### config.mk
export PLATFORM = sky130hd
export DESIGN_NAME = alu_arbiter_flat
export DESIGN_NICKNAME = d
export VERILOG_FILES = /design/src/rtl/alu_arbiter_pkg.sv /design/src/rtl/alu_arbiter_if.sv /design/src/rtl/alu_arbiter.sv /design/src/flat_wrapper.sv
export SDC_FILE = /design/constraint.sdc
export NUM_CORES = 1
export LEC_CHECK = 0
export ABC_AREA = 1
export CELL_PAD_IN_SITES_DETAIL_PLACEMENT = 1
export CELL_PAD_IN_SITES_GLOBAL_PLACEMENT = 2
export CORE_MARGIN = 1
export CORE_UTILIZATION = 19
export CTS_BUF_LIST = sky130_fd_sc_hd__clkbuf_8
export CTS_CLUSTER_DIAMETER = 80
export DETAILED_ROUTE_END_ITERATION = 8
export GPL_TIMING_DRIVEN = 1
export PLACE_DENSITY = 0.87
export SYNTH_ARGS = -nofsm -noshare
export SYNTH_HDL_FRONTEND = slang
export SYNTH_SLANG_ARGS = --single-unit
### constraint.sdc
create_clock -name clk_i -period 4.5 [get_ports clk_i]
set_input_delay 0.9 -clock clk_i [delete_from_list [all_inputs] [get_ports clk_i]]
set_output_delay 0.9 -clock clk_i [all_outputs]
set_load 0.005 [all_outputs]
### src/rtl/alu_arbiter_pkg.sv
// Operand and operation types shared by the calculator datapath.
package alu_arbiter_pkg;

  typedef logic [31:0] num_t;

  typedef enum logic [1:0] {
    OP_ADD = 2'd0,
    OP_SUB = 2'd1,
    OP_MUL = 2'd2,
    OP_DIV = 2'd3
  } op_t;

endpackage

### src/rtl/alu_arbiter_if.sv
// Two-port request/response bundle between requesters and the ALU arbiter.
interface alu_arbiter_if;
  import alu_arbiter_pkg::*;

  logic [1:0] req_valid;
  logic [1:0] req_ready;
  num_t [1:0] req_left;
  num_t [1:0] req_right;
  op_t  [1:0] req_op;
  logic [1:0] rsp_valid;
  logic [1:0] rsp_ready;
  num_t       rsp_data;

  modport master (
    output req_valid, req_left, req_right, req_op, rsp_ready,
    input  req_ready, rsp_valid, rsp_data
  );

  modport slave (
    input  req_valid, req_left, req_right, req_op, rsp_ready,
    output req_ready, rsp_valid, rsp_data
  );

endinterface

### src/rtl/alu_arbiter.sv
// Round-robin sharing of one fixed-latency ALU between two requesters.
module alu_arbiter
  import alu_arbiter_pkg::*;
#(
  parameter int unsigned AluLatency = 1
) (
  input  logic         clk_i,
  input  logic         rst_i,
  alu_arbiter_if.slave arb_io,
  output num_t         alu_left_o,
  output num_t         alu_right_o,
  output op_t          alu_op_o,
  input  num_t         alu_result_i,
  output logic         busy_o
);

  typedef enum logic [1:0] {
    IDLE,
    WAIT,
    RESP
  } state_e;

  state_e     state_q, state_d;
  logic [1:0] sync_q;
  logic       rst_n;
  logic       last_q, last_d;
  logic       owner_q, owner_d;
  logic [3:0] cnt_q, cnt_d;
  num_t       left_q, left_d;
  num_t       right_q, right_d;
  num_t       data_q, data_d;
  op_t        op_q, op_d;
  logic       win;
  logic [1:0] ready;
  logic       accept;

  // Assert passes straight through; release waits two clock edges.
  always_ff @(posedge clk_i or negedge rst_i) begin
    if (!rst_i) sync_q <= 2'b00;
    else        sync_q <= {sync_q[0], 1'b1};
  end

  assign rst_n = sync_q[1];

  assign win = (&arb_io.req_valid) ? ~last_q
             : arb_io.req_valid[1];

  assign ready = (rst_n && state_q == IDLE &&
                  arb_io.req_valid[win])
               ? (2'b01 << win) : 2'b00;

  assign accept = |(arb_io.req_valid & ready);

  always_ff @(posedge clk_i or negedge rst_n) begin
    if (!rst_n) begin
      state_q <= IDLE;
      last_q  <= 1'b1;
      owner_q <= 1'b0;
      cnt_q   <= '0;
      left_q  <= '0;
      right_q <= '0;
      op_q    <= OP_ADD;
      data_q  <= '0;
    end else begin
      state_q <= state_d;
      last_q  <= last_d;
      owner_q <= owner_d;
      cnt_q   <= cnt_d;
      left_q  <= left_d;
      right_q <= right_d;
      op_q    <= op_d;
      data_q  <= data_d;
    end
  end

  always_comb begin
    state_d = state_q;
    last_d  = last_q;
    owner_d = owner_q;
    cnt_d   = cnt_q;
    left_d  = left_q;
    right_d = right_q;
    op_d    = op_q;
    data_d  = data_q;
    unique case (state_q)
      IDLE: begin
        if (accept) begin
          state_d = WAIT;
          last_d  = win;
          owner_d = win;
          cnt_d   = 4'(AluLatency);
          left_d  = arb_io.req_left[win];
          right_d = arb_io.req_right[win];
          op_d    = arb_io.req_op[win];
        end
      end
      WAIT: begin
        if (cnt_q == 4'd0) begin
          data_d  = alu_result_i;
          state_d = RESP;
        end else begin
          cnt_d = cnt_q - 4'd1;
        end
      end
      RESP: begin
        if (arb_io.rsp_ready[owner_q]) state_d = IDLE;
      end
      default: state_d = IDLE;
    endcase
  end

  assign arb_io.req_ready = ready;
  assign arb_io.rsp_valid = (state_q == RESP)
                          ? (2'b01 << owner_q) : 2'b00;
  assign arb_io.rsp_data  = data_q;
  assign alu_left_o       = left_q;
  assign alu_right_o      = right_q;
  assign alu_op_o         = op_q;
  assign busy_o           = (state_q != IDLE);

endmodule

### src/flat_wrapper.sv
// flat-port wrapper written by rule: the top's interface ports become plain ports
module alu_arbiter_flat import alu_arbiter_pkg::*;
#(
  parameter int unsigned AluLatency = 1
)
  (clk_i, rst_i, alu_left_o, alu_right_o, alu_op_o, alu_result_i, busy_o, arb_io_req_valid, arb_io_req_left, arb_io_req_right, arb_io_req_op, arb_io_rsp_ready, arb_io_req_ready, arb_io_rsp_valid, arb_io_rsp_data);
  alu_arbiter_if arb_io_i ();
  input  logic clk_i;
  input  logic rst_i;
  output num_t alu_left_o;
  output num_t alu_right_o;
  output op_t alu_op_o;
  input  num_t alu_result_i;
  output logic busy_o;
  input wire logic [$bits(arb_io_i.req_valid)-1:0] arb_io_req_valid;
  input wire logic [$bits(arb_io_i.req_left)-1:0] arb_io_req_left;
  input wire logic [$bits(arb_io_i.req_right)-1:0] arb_io_req_right;
  input wire logic [$bits(arb_io_i.req_op)-1:0] arb_io_req_op;
  input wire logic [$bits(arb_io_i.rsp_ready)-1:0] arb_io_rsp_ready;
  output wire logic [$bits(arb_io_i.req_ready)-1:0] arb_io_req_ready;
  output wire logic [$bits(arb_io_i.rsp_valid)-1:0] arb_io_rsp_valid;
  output wire logic [$bits(arb_io_i.rsp_data)-1:0] arb_io_rsp_data;
  assign arb_io_i.req_valid = arb_io_req_valid;
  assign arb_io_i.req_left = arb_io_req_left;
  assign arb_io_i.req_right = arb_io_req_right;
  assign arb_io_i.req_op = arb_io_req_op;
  assign arb_io_i.rsp_ready = arb_io_rsp_ready;
  assign arb_io_req_ready = arb_io_i.req_ready;
  assign arb_io_rsp_valid = arb_io_i.rsp_valid;
  assign arb_io_rsp_data = arb_io_i.rsp_data;
  alu_arbiter #(.AluLatency(AluLatency)) u_core (.clk_i(clk_i), .rst_i(rst_i), .arb_io(arb_io_i), .alu_left_o(alu_left_o), .alu_right_o(alu_right_o), .alu_op_o(alu_op_o), .alu_result_i(alu_result_i), .busy_o(busy_o));
endmodule
# After elaboration in Yosys (flattened, before gate mapping)

Cells that the tools add are included.

Memories: 0
Word-level logic and storage cells: 54
Bits in latches: 0
Memory bits (read-only): 0
RAM bits: 0
Output and inout bits: 103
Register bits: 108

Multipliers: 0
Shifts and indexed selects: 2
$add $sub $neg: 1
$lt $le $gt $ge: 2
Equal/unequal tests: 6
Reduce and logical (&&, ||, !) cells: 12
Bitwise operators: 2
Div/mod/pow operators: 0
Mux-type cells: 20

Operators by type and width:

| kind                | number |
|---|---|
| $mux 32             | 4 |
| $mux 2              | 7 |
| $mux 4              | 2 |
| $pmux 4 s2          | 1 |
| $ne 2x1->1 const B  | 3 |
| $pmux 2 s3          | 1 |
| $reduce_and 2->1    | 3 |
| $reduce_and 3->1    | 2 |
| $mux 1              | 5 |
| $logic_not 4->1     | 1 |
| $lt 1x2->1 const B  | 2 |
| $reduce_bool 2->1   | 2 |
| $shl 1x1->2 const A | 2 |
| $sub 4x1->4 const B | 1 |
| $and 2x2->2         | 1 |
| $eq 2x1->1 const B  | 1 |
| $eq 2x2->1 const B  | 1 |
| $logic_and 1x1->1   | 2 |
| $logic_not 2->1     | 1 |
| $ne 2x2->1 const B  | 1 |
| $reduce_or 2->1     | 1 |
| $not 1->1           | 1 |

# Longest topological paths before layout

Gate-level depths: netlist of the first run.

Depth after elaboration: 10
Gate-level depth with buffers: 8
Depth with buffers taken out: 7

# Least setup slack after synthesis of the first run

Ideal clock, no wire load.

Path kind: register -> output
Start: register u_core.sync_q[1]
End: output port arb_io_req_ready[1]
Buffers on the path: 2
Cell stages (with the launch flop): 5
Slack: -0.068 ns
Data arrival time: 3.668 ns
Data required time: 3.600 ns
Path through: dfrtp_1 -> o211ai_2 -> buf_6 -> buf_6 -> nor2_1

Longest elaborated chain between the ends: 3

RTL lines:

| element                         | RTL line           | RTL |
|---|---|---|
| start, declared                 | alu_arbiter.sv:24  | `logic [1:0] sync_q;` |
| start signal, assigned          | alu_arbiter.sv:40  | `else sync_q <= {sync_q[0], 1'b1};` |
| $logic_and 1x1->1 (2 in series) | alu_arbiter.sv:48  | `assign ready = (rst_n && state_q == IDLE &&` |
| $mux 2                          | alu_arbiter.sv:50  | `? (2'b01 << win) : 2'b00;` |
| end, declared                   | flat_wrapper.sv:20 | `output wire logic [$bits(arb_io_i.req_ready)-1:0] arb_io_req_ready;` |

Every way passes these cells.

# Worst setup path after layout of the first run

Start: input port arb_io_req_valid[0]
End: output port arb_io_req_ready[0]

Longest elaborated chain between the ends: 6
Elaborated cells on any way between the ends: 7
Classes of those cells: shift (1); mux (4); reduce/logical (2)

RTL lines:

| element                                    | RTL line           | RTL |
|---|---|---|
| start, declared                            | flat_wrapper.sv:15 | `input wire logic [$bits(arb_io_i.req_valid)-1:0] arb_io_req_valid;` |
| $reduce_and 2->1                           | alu_arbiter.sv:45  | `assign win = (&arb_io.req_valid) ? ~last_q` |
| $mux 1                                     | alu_arbiter.sv:45  |  |
| $mux 1 (not written as such) (2 in series) | alu_arbiter.sv:49  | `arb_io.req_valid[win])` |
| $logic_and 1x1->1                          | alu_arbiter.sv:48  |  |
| $mux 2 *                                   | alu_arbiter.sv:50  |  |

Mark *: on every way between the ends. The rest lies on a longest branch, timed or not. The select of a mux whose other input is x is not followed.

==> flow_metrics.env, run 1 <==
export IMPL_outcome="finished, final reports clean"
export IMPL_avgSynthCellArea_um2=7.589
export IMPL_async_flop_share_pct=100.0
export IMPL_antenna_found_initial=0
export IMPL_critPathKind="in2out"
export IMPL_fin_skew_ns=0.01846
export IMPL_crit_path_top_delay_cell="clkdlybuf4s50_1"
export IMPL_ys_types=21
export IMPL_slew_violations=0
export IMPL_cts_hold_buf=0
export IMPL_post_cts_buffers=0
export IMPL_tightestPinTransition_ns=1.141
export IMPL_num_antenna_cells=0
export IMPL_cp_slowest_stage_delay_ns=0.53
export IMPL_avgViaCountPerCell=3.895
export IMPL_fmax_mhz=308.8
export IMPL_ys_seq_elements=108
export IMPL_grt_setup_unrepaired="false"
export IMPL_yosysMostFrequentCell="nand2_1"
export IMPL_port_buffers=272
export IMPL_final_layout_size_suffix_gt1_share_pct=2.957
export IMPL_die_w_um=168.0
export IMPL_remaining_drc_errors=0
export IMPL_vias=5017
export IMPL_finalNonFillerCells=1288
export IMPL_holdPathStages=0
export IMPL_final_hold_viol_count=0
export IMPL_p_per_area_nw_per_um2=540.8
export IMPL_synth_edf_count=0
export IMPL_firstDrtPassIters=4
export IMPL_hold_path_class="reg2reg"
export IMPL_synth_top_area_share_pct=51.14
export IMPL_p_total_mw=4.559
export IMPL_p_leak_nw=4.141
export IMPL_ys_top_cells_by_area="dfrtp_1, nand2_1, inv_1"
export IMPL_cp_start_kind="primary input"
export IMPL_critPathMaxFanout=3
export IMPL_io_pins=273
export IMPL_cts_buffers=9
export IMPL_grt_use_total_pct=11.76
export IMPL_maxSlewHeadroom_pct=23.91
export IMPL_layout_worst_path_cycle_share_pct=71.96
export IMPL_ir_drop_v=0.0001556
export IMPL_fin_setup_tns_ns=0
export IMPL_dr_first_iter_drc_count=160
export IMPL_wl_mm=16.41
export IMPL_crit_arrival_ns=2.34
export IMPL_final_antenna_net_count=0
export IMPL_synth_flop_cell="dfrtp_1"
export IMPL_setup_viol=0
export IMPL_path_clk_slew_ns=0.12
export IMPL_overflow=0
export IMPL_grt_first_pass_wirelength_mm=26.30
export IMPL_yosysWarnings=0
export IMPL_grt_pass1_vias=5082
export IMPL_cts_root_buf="clkbuf_8"
export IMPL_die_area_um2=28230
export IMPL_clk_path_buf_depth=2
export IMPL_die_h_um=168.0
export IMPL_crit_family="buffers and inverters"
export IMPL_syn_area_um2=5236
export IMPL_synth_commonest_cells="nand2_1, inv_1, dfrtp_1, o21ai_0, o21ai_1"
export IMPL_rows=60
export IMPL_areaGrowthSynthToFinish_pct=60.98
export IMPL_htreeDepth=3
export IMPL_crit_buf_inv=3
export IMPL_dp_hpwl_mm=12.44
export IMPL_post_drt_wl_per_cell_um=12.74
export IMPL_cap_viol_max_count=0
export IMPL_place_congestion=0.7193
export IMPL_cp_required_ns=3.60
export IMPL_ys_seq_area_share_pct=51.64
export IMPL_critPathCaptureType="primary output"
export IMPL_clock_sinks=108
export IMPL_hold_ws_ns=0.3735
export IMPL_cp_depth=6
export IMPL_synth_nets=862
export IMPL_cts_tree="done"
export IMPL_min_period_ns=3.238
export IMPL_start_util_pct=19.38
export IMPL_crit_chain="clkdlybuf4s50_1, nand2_1, nand2_4, inv_1, nor2_1, clkdlybuf4s50_1"
export IMPL_core_area_um2=27030
export IMPL_cts_resized=0
export IMPL_nNetsFinal=1114
export IMPL_synth_cells=690
export IMPL_clock_latency_ns=0.39
export IMPL_yosysTopAreaCell="dfrtp_1"
export IMPL_rr_worst_depth=4
export IMPL_path_common_cell="clkdlybuf4s50_1"
export IMPL_dp_cells=1272
export IMPL_grt_max_degree=134
worst reg2reg max path, delay by kind of cell (launching register included):
kind | cells | cell delay, ns
AOI/OAI and AO/OA | 1 | 0.55
DFF | 1 | 0.43
buffers and inverters | 1 | 0.12
adders and majority gates | 1 | 0.20
and+or+nand+nor | 1 | 0.86
cell families after synthesis:
logic type / after synthesis / synth area share [%]
AO/OA/AOI/OAI: 168 / 16.20
XOR/XNOR: 1 / 0.1673
adder cells (fa/ha/maj): 2 / 0.4778
buffers and inverters: 208 / 16.56
flip-flops: 108 / 51.64
other: 1 / 0.07162
AND/OR/NAND/NOR: 202 / 14.89
worst paths after layout:
kind,slack (ns),startpoint,to
min in group asynchronous,0.47,u_core.sync_q[1],u_core.alu_left_o[20]
setup reg to reg,2.23,u_core.cnt_q[0],u_core.arb_io.rsp_data[24]
max in group asynchronous,2.73,u_core.sync_q[1],u_core.cnt_q[3]
setup / recovery,1.26,arb_io_req_valid[0],arb_io_req_ready[0]
hold / removal,0.37,u_core.sync_q[0],u_core.sync_q[1]
hold reg to reg,0.37,u_core.sync_q[0],u_core.sync_q[1]
cell usage in the layout, fill, tap and decap left out, drive strengths merged:
| cell | netlist | routed |
|---|---|---|
| o211ai | 1 | 1 |
| clkdlybuf4s50 | 0 | 272 |
| o21ai | 166 | 166 |
| conb | 1 | 1 |
| nor2 | 13 | 13 |
| dfrtp | 107 | 107 |
| ha | 2 | 2 |
| inv | 172 | 176 |
| dfstp | 1 | 1 |
| clkinv | 0 | 2 |
| buf | 22 | 5 |
| nand2 | 183 | 183 |
| nand4 | 1 | 1 |
| clkbuf | 14 | 9 |
| xnor2 | 1 | 1 |
| a21oi | 1 | 1 |
| bufinv | 0 | 1 |
| nand3 | 5 | 5 |
report_power, final:
group	internal, mW	switching (mW)	total [mW]
clock	0.268	0.381	0.649
sequential	1.45	0.266	1.72
combinational	1.22	0.969	2.19
total	2.94	1.62	4.56
registers in the layout, summed over array words and instances (netlist names), 2 cells and up:
signal and count:
u_core.alu_left_o 32, u_core.alu_right_o 32, u_core.arb_io.rsp_data 32, u_core.cnt_q 4, u_core.alu_op_o 2, u_core.state_q 2, u_core.sync_q 2
layout make-up:
| class | count | area [um2] |
|---|---|---|
| Tap cell | 341 | 426.7 |
| Inverter | 172 | 645.6 |
| Clock buffer | 9 | 123.9 |
| Multi-Input combinational cell | 374 | 1684 |
| Sequential cell | 108 | 2708 |
| Timing Repair Buffer | 277 | 2760 |
| Clock inverter | 7 | 81.33 |
| Fill cell | 3260 | 18600 |
metrics by stage:
step / utilization, % / worst slack, ns / instance area, um2
5_1_grt: 31.19 / 1.186 / 8429
3_3_place_gp: 30.43 / 1.222 / 8224
2_1_floorplan: - / 1.168 / 5238
6_report: 31.19 / 1.262 / 8429
3_5_place_dp: 30.43 / 1.120 / 8224
4_1_cts: 31.19 / 1.249 / 8429
per-layer routing:
metal	track usage, %	share of wire (%)	vias to the layer above
li1	-	-	2553
met1	13.63	42	2274
met2	20.43	49	171
met3	3.597	7.4	19
met4	4.108	1.8	0
met5	0	0	-
Note: power is estimated with default switching activity, not from simulation.
==> run 2: changes to the inputs <==
--- a/config.mk
+++ b/config.mk
@@ -9,12 +9,12 @@
 export CELL_PAD_IN_SITES_DETAIL_PLACEMENT = 1
 export CELL_PAD_IN_SITES_GLOBAL_PLACEMENT = 2
 export CORE_MARGIN = 1
-export CORE_UTILIZATION = 19
+export CORE_UTILIZATION = 21
 export CTS_BUF_LIST = sky130_fd_sc_hd__clkbuf_8
 export CTS_CLUSTER_DIAMETER = 80
 export DETAILED_ROUTE_END_ITERATION = 8
 export GPL_TIMING_DRIVEN = 1
-export PLACE_DENSITY = 0.87
+export PLACE_DENSITY = 0.91
 export SYNTH_ARGS = -nofsm -noshare
 export SYNTH_HDL_FRONTEND = slang
 export SYNTH_SLANG_ARGS = --single-unit
==> constraint.sdc (replaced) <==
create_clock -name clk_i -period 3 [get_ports clk_i]
set_input_delay 0.6 -clock clk_i [delete_from_list [all_inputs] [get_ports clk_i]]
set_output_delay 0.6 -clock clk_i [all_outputs]
set_load 0.005 [all_outputs]
==> flow_metrics.env, run 2 (synthesis gave the netlist of run 1 again) <==
export IMPL_outcome="finished, final reports clean"
export IMPL_cp_start_kind="primary input"
export IMPL_hold_path_class="in2async"
export IMPL_p_leak_nw=4.136
export IMPL_layout_worst_path_cycle_share_pct=91.18
export IMPL_vias=4958
export IMPL_fin_skew_ns=0.01815
export IMPL_dr_first_iter_drc_count=249
export IMPL_tightestPinTransition_ns=0.8144
export IMPL_grt_setup_unrepaired="false"
export IMPL_cp_depth=6
export IMPL_critPathMaxFanout=4
export IMPL_antenna_found_initial=0
export IMPL_finalInstanceArea_um2=8411
export IMPL_path_common_cell="clkdlybuf4s50_1"
export IMPL_multi_input_area_um2=1684
export IMPL_seqCellArea_um2=2708
export IMPL_ir_drop_v=0.0003172
export IMPL_cp_required_ns=2.40
export IMPL_nNetsFinal=1115
export IMPL_worst_slack_ns=0.2646
export IMPL_rr_worst_depth=6
export IMPL_start_util_pct=21.47
export IMPL_grt_max_degree=141
export IMPL_final_antenna_net_count=0
export IMPL_crit_chain="clkdlybuf4s50_1, nand2_1, nand2_4, inv_1, nor2_1, clkdlybuf4s50_1"
export IMPL_place_congestion=0.7286
export IMPL_r2r_end="u_core.arb_io.rsp_data[29]"
export IMPL_post_drt_wl_per_cell_um=12.38
export IMPL_min_period_ns=2.735
export IMPL_r2r_slack_ns=0.95
export IMPL_htreeDepth=3
export IMPL_r2r_start="u_core.cnt_q[0]"
export IMPL_maxSlewHeadroom_pct=45.70
export IMPL_grt_first_pass_wirelength_mm=26.12
export IMPL_dp_hpwl_mm=11.85
export IMPL_fillCellCount=2965
export IMPL_cp_slowest_stage_delay_ns=0.57
export IMPL_dpl_worst_slack_ns=0.2553
export IMPL_overflow=0
export IMPL_remaining_drc_errors=0
export IMPL_areaGrowthSynthToFinish_pct=60.62
export IMPL_critPathKind="in2out"
export IMPL_crit_buf_inv=3
export IMPL_port_buffers=272
export IMPL_cap_viol_max_count=0
export IMPL_path_clk_slew_ns=0.12
export IMPL_num_antenna_cells=0
export IMPL_final_hold_viol_count=0
export IMPL_final_layout_size_suffix_gt1_share_pct=3.059
export IMPL_final_cell_mix="clkdlybuf4s50_1, nand2_1, inv_1"
export IMPL_core_area_um2=24390
export IMPL_placed_area_um2=8223
export IMPL_fin_setup_tns_ns=0
export IMPL_avgViaCountPerCell=3.898
export IMPL_setup_viol=0
export IMPL_crit_path_top_delay_cell="clkdlybuf4s50_1"
export IMPL_grt_pass1_vias=5072
export IMPL_p_total_mw=6.720
export IMPL_cts_buffers=9
export IMPL_cts_hold_buf=0
export IMPL_clk_path_buf_depth=2
export IMPL_firstDrtPassIters=4
export IMPL_cts_root_buf="clkbuf_8"
export IMPL_cts_tree="done"
export IMPL_die_w_um=159.9
export IMPL_cts_resized=0
export IMPL_clock_latency_ns=0.38
export IMPL_rows=57
export IMPL_die_h_um=159.9
export IMPL_fmax_mhz=365.6
export IMPL_slew_violations=0
export IMPL_layout_commonest_cell="clkdlybuf4s50_1"
export IMPL_post_cts_buffers=0
export IMPL_clock_sinks=108
export IMPL_fin_util_pct=34.48
export IMPL_p_per_area_nw_per_um2=799.0
export IMPL_wl_mm=15.74
export IMPL_crit_family="buffers and inverters"
export IMPL_io_pins=273
export IMPL_grt_use_total_pct=12.74
export IMPL_critPathCaptureType="primary output"
export IMPL_crit_arrival_ns=2.14
export IMPL_die_area_um2=25570
run 2: report_power, final:
group / switching (mW) / internal (mW)
clock network: 0.564 / 0.323
logic: 1.42 / 1.84
registers: 0.391 / 2.18
run 2: layout make-up:
type                       count  area share (%)
inverter                     172           7.676
timing repair buffer         278           33.06
clock inverter                 7          0.7587
sequential                   108           32.19
clock buffer                   9           1.473
multi-input combinational    374           20.02
tap                          324           4.820
run 2: per-stage QoR:
step                hold slack, ns  instances
floorplan                   0.3044        690
global route                0.3165       1272
detailed placement          0.3435       1256
global placement            0.3406       1256
finish                      0.3530       1272
CTS                         0.3190       1272
run 2: worst max path at each step:
stage	from	end
6_report	arb_io_req_valid[0]	arb_io_req_ready[0]
5_1_grt	arb_io_req_valid[0]	arb_io_req_ready[0]
4_1_cts	arb_io_req_valid[0]	arb_io_req_ready[0]
3_5_place_dp	arb_io_req_valid[0]	arb_io_req_ready[0]
3_3_place_gp	arb_io_req_valid[0]	arb_io_req_ready[0]
2_1_floorplan	u_core.sync_q[1]	arb_io_req_ready[1]
run 2: layer usage:
| layer | wire (um) | track usage [%] |
|---|---|---|
| met4 | 102 | 2.727 |
| met3 | 1089 | 3.948 |
| met1 | 6921 | 15.27 |
| met5 | 0 | 0 |
| met2 | 7630 | 22.29 |
run 2: worst reg2reg max path: stages (launching register included):
cell and delay, ns:
dfrtp_1 0.44, inv_1 0.12, ha_1 0.19, nand3_2 0.52, buf_4 0.46, nand2_1 0.11, o21ai_0 0.08
==> run 3: changes to the inputs <==
--- a/config.mk
+++ b/config.mk
@@ -6,6 +6,7 @@
 export NUM_CORES = 1
 export LEC_CHECK = 0
 export ABC_AREA = 1
+export CAP_MARGIN = 20
 export CELL_PAD_IN_SITES_DETAIL_PLACEMENT = 1
 export CELL_PAD_IN_SITES_GLOBAL_PLACEMENT = 2
 export CORE_MARGIN = 1
==> results of run 3 <==
No change in the layout: final DEF, timing and power equal those of run 2.
==> RTL edit 1, RTL diff (flow settings as in run 3) <==
Reset style: synchronous (`rst_i` and `rst_n`), changed in 2 clocked blocks.
--- a/src/rtl/alu_arbiter.sv
+++ b/src/rtl/alu_arbiter.sv
@@ -35,7 +35,7 @@
   logic       accept;
 
   // Assert passes straight through; release waits two clock edges.
-  always_ff @(posedge clk_i or negedge rst_i) begin
+  always_ff @(posedge clk_i) begin
     if (!rst_i) sync_q <= 2'b00;
     else        sync_q <= {sync_q[0], 1'b1};
   end
@@ -51,7 +51,7 @@
 
   assign accept = |(arb_io.req_valid & ready);
 
-  always_ff @(posedge clk_i or negedge rst_n) begin
+  always_ff @(posedge clk_i) begin
     if (!rst_n) begin
       state_q <= IDLE;
       last_q  <= 1'b1;
Check against the original RTL: differs if rst_i is asserted again (counterexample within 4 cycles, from zero or initial values and one cycle with rst_i low); with rst_i held inactive, the same outputs for 10 cycles.
==> RTL edit 1 against run 3 <==
  * Design area is 11% lower
  * Die area fell by 16%
  * Synthesized area fell by 16%
  * Setup slack better by 0.0083 ns
  * Count of clock-buffer cells in the layout up 2
  * Hold slack gained 0.061 ns
  * Cell count decreased by 9.9%
  * Sequential cell count unchanged
  * Wire length grew 4.8%
Power is not compared: it rests on default switching activity, and its combinational part moved more than twofold at a synthesized area within 25%.
==> RTL edit 1: results <==
synth:
  yosys-top-cells-count: "nand2_1 (236), dfxtp_1 (108), nor2_1 (73)"
  syn_nets: 789
  yosys-top-cells-area: "dfxtp_1 (49%), nand2_1 (20%), nand3_1 (7.6%)"
  synth-async-reset-ratio_pct: 0
  synth_cell_types: 26
  syn_area_per_cell_sq_um: 7.146
  ys_seq_area_share_pct: 49.04
clock_network:
  cts.clk_slew.worst_paths_ns: 0.10
  cts-buffers-inserted: 9
place:
  pre_cts_ws_ns: 0.1426
  place_area_sq_mm: 0.007301
  dpl.hpwl_mm: 12.21
  gp_congestion: 0.7267
global_routing:
  grt_pass1_vias: 4952
  grt_pass1_wl_mm: 25.96
  track_usage_pct: 15.30
route:
  vias: 4827
  post_drt_wl_per_cell_microns: 14.39
  drt_iter0_markers: 92
  wirelength_mm: 16.49
critical_path:
  critical_path.max_stage_delay_ns: 0.60
  cp-startpoint: "arb_io_req_valid[1]"
  crit_path_max_fanout: 3
  r2r-start: "u_core.sync_q[1]"
  r2r_setup_slack_ns: 0.98
outcome:
  status: "finished clean"
layout:
  layout.nets: 1043
  drive_gt1_share_pct: 4.566
  n_fill_cell: 2515
  antenna_cells: 0
hold_path:
  hp-class: "flop to flop"
timing:
  fin_skew_ns: 0.01286
  fin_ws_ns: 0.2730
  max_slew_margin_pct: 32.61
-- RTL edit 1: cell count changes after synthesis, sizes merged, moves of 5 or more --
cell and change:
o21ai -132, inv -157, nor2 +63, dfrtp -107, clkbuf -5, nand3 +64
a21oi +28, buf +7, nand2 +58, dfxtp +108
-- RTL edit 1: cells by family (layout without fill, tap and decap cells) --
kind of cell	Yosys count	count (layout)	synth area share (%)
fa+ha+maj	2	2	0.5674
compound gates	64	64	7.293
flops	108	108	49.04
buf+inv	54	313	6.810
simple gates	389	389	36.29
-- RTL edit 1: power by group through the flow --
| stage | registers, mW | logic [mW] | clock network [mW] |
|---|---|---|---|
| final | 1.52 | 0.535 | 0.954 |
| after global routing | 1.52 | 0.589 | 1.07 |
| after CTS | 1.52 | 0.547 | 1.02 |
| after detailed placement | 1.55 | 0.544 | 0 |
| after global placement | 1.55 | 0.541 | 0 |
| after floorplan | 1.55 | 0.182 | 0 |
-- RTL edit 1: metrics by stage --
stage                     hold WS (ns)  util [%]  power, mW
final                           0.4140     36.77      3.004
after CTS                       0.4208     36.77      3.081
after global placement          0.4003     35.74      2.088
after floorplan                 0.3856         -      1.728
after detailed placement        0.4084     35.74      2.091
after global routing            0.4456     36.77      3.177
-- RTL edit 1: worst register-to-register path, delay by kind of cell, from the launching register on --
| kind | cells | cell delay, ns |
|---|---|---|
| simple gates | 4 | 0.63 |
| flops | 1 | 0.46 |
| buf+inv | 2 | 0.89 |
-- RTL edit 1: final timing paths --
check / endpoint / cells after the start
setup / recovery: arb_io_req_ready[0] / 8
hold / removal: u_core.sync_q[1] / 2
setup reg to reg: u_core.alu_left_o[30] / 6
hold reg to reg: u_core.sync_q[1] / 2
-- RTL edit 1: layout make-up --
cell class,count,share of cell area (%)
clock buffers,11,2.016
multi-input cells,455,25.92
clock inverters,5,0.7829
flip-flops and latches,108,28.79
well taps,270,4.498
inverters,16,0.8496
repair buffers,281,37.15
-- RTL edit 1: metal layers --
metal  up-vias  part of all wire, %  track usage (%)
met3        16                  6.0            3.851
met5         -                    0                0
met2       150                   49            26.97
met1      2209                   44            17.94
met4         0                  1.7            5.309
li1       2452                    -                -
==> RTL edit 2, RTL diff (flow settings as in run 3) <==
Without the edit above. Encoding of `state_e`: now one-hot (3 bits for 3 states).
--- a/src/rtl/alu_arbiter.sv
+++ b/src/rtl/alu_arbiter.sv
@@ -14,10 +14,10 @@
   output logic         busy_o
 );
 
-  typedef enum logic [1:0] {
-    IDLE,
-    WAIT,
-    RESP
+  typedef enum logic [2:0] {
+    IDLE = 3'b001,
+    WAIT = 3'b010,
+    RESP = 3'b100
   } state_e;
 
   state_e     state_q, state_d;
Function: no difference found for any inputs over 4 cycles, from zero or initial values and one cycle with rst_i low; so few cycles prove little.
==> RTL edit 2 against run 3 <==
  * Clock skew decreased by 0.00059 ns
  * Sequential cell count increased by 1
  * Wire length up 16%
  * Design area decreased by 1.2%
  * Synthesized area decreased by 2.7%
  * Total power is 1.5% lower
  * First-iteration DRC count fell by 10%
  * Setup slack better by 0.022 ns
==> RTL edit 2: results <==
outcome:
  status: "finished clean"
global_routing:
  antenna_found_initial: 0
  met3_usage_pct: 5.283
  track_usage_pct: 14.64
  grt_pass1_wl_mm: 28.29
  use_met1_pct: 17.25
  use_met2_pct: 25.19
  grt_max_degree: 70
  grt_pass1_vias: 5476
layout:
  n_fill_cell: 2917
  layout.nets: 1137
  drive_gt1_share_pct: 3.918
  finalNonFillerCells: 1289
  register_area_sq_mm: 0.002734
  antenna_cells: 0
route:
  vias: 5282
  top_layer: "met4"
  met1Wirelength_mm: 7.763
  drt_pass1_iterations: 4
  route.met2.wl_mm: 8.615
  wl_met3_mm: 1.682
  drt_iter0_markers: 224
  post_drt_wl_per_cell_microns: 14.13
clock_network:
  htree_levels: 3
  clk_latency_ns: 0.38
  cts_buffer_depth: 2
  cts.clk_slew.worst_paths_ns: 0.09
  cts_root_buffer: "clkbuf_8"
  cts_setup_buffers: 0
  ctsResizeCount: 0
  cts-buffers-inserted: 9
hold_path:
  hp-class: "flop to flop"
synth:
  ys_seq_area_share_pct: 53.60
  yosys-top-cells-count: "nand2_1 (521), dfrtp_1 (107), buf_2 (22)"
  yosys_warnings: 0
  synth-async-reset-ratio_pct: 100.0
  syn_nets: 878
  synth_cell_types: 24
  yosys-top-cells-area: "dfrtp_1 (53%), nand2_1 (38%), buf_2 (2.2%)"
  syn_area_per_cell_sq_um: 7.215
place:
  dpl.hpwl_mm: 12.97
  place_area_sq_mm: 0.008110
  portBuffers: 272
  pre_cts_ws_ns: 0.2572
  gp_congestion: 0.7308
critical_path:
  critical_path.max_stage_delay_ns: 0.58
  cp_slowest_cell: "clkdlybuf4s50_1"
  crit_path_max_fanout: 5
  cp_data_arrival_time_ns: 2.11
power_and_ir_drop:
  power_leakage_nw: 4.181
  p_sw_mw: 2.378
  peakVddDrop_mv: 0.3677
timing:
  worst_pin_slew_ns: 0.9291
  fin_skew_ns: 0.01756
-- RTL edit 2: worst paths after layout --
| check | slack (ns) | from | to | cells after the start |
|---|---|---|---|---|
| max | 0.29 | arb_io_req_valid[1] | arb_io_req_ready[0] | 6 |
| min | 0.36 | u_core.sync_q[0] | u_core.sync_q[1] | 0 |
| max reg2reg | 1.07 | u_core.cnt_q[0] | u_core.cnt_q[2] | 8 |
| min reg2reg | 0.36 | u_core.sync_q[0] | u_core.sync_q[1] | 0 |
| max in group asynchronous | 1.25 | u_core.sync_q[1] | u_core.alu_right_o[8] | 2 |
| min in group asynchronous | 0.38 | rst_i | u_core.sync_q[1] | 1 |
-- RTL edit 2: cells by family after synthesis --
| group | share of synthesized area, % |
|---|---|
| XOR/XNOR | 0.1720 |
| buffers and inverters | 4.814 |
| adder cells (fa/ha/maj) | 0.4912 |
| flip-flops | 53.60 |
| AND/OR/NAND/NOR | 40.41 |
| other | 0.07362 |
| AO/OA/AOI/OAI | 0.4419 |
-- RTL edit 2: layout make-up --
type | count | area share (%)
sequential | 109 | 32.92
tap | 319 | 4.806
timing repair buffer | 282 | 33.68
inverter | 15 | 0.6779
clock buffer | 12 | 1.989
multi-input combinational | 548 | 25.56
clock inverter | 4 | 0.3616
-- RTL edit 2: worst max-delay path: cells and delay by family --
family / cells / cell delay (ns)
AND/OR/NAND/NOR: 2 / 0.23
buffers and inverters: 3 / 1.13
AO/OA/AOI/OAI: 1 / 0.13
-- RTL edit 2: power by group through the flow --
stage | logic [mW] | registers (mW) | clock network (mW)
2_1_floorplan | 1.26 | 2.59 | 0
3_3_place_gp | 3.18 | 2.53 | 0
3_5_place_dp | 3.25 | 2.55 | 0
4_1_cts | 3.26 | 2.54 | 0.977
5_1_grt | 3.56 | 2.62 | 1.03
6_report | 3.18 | 2.53 | 0.916
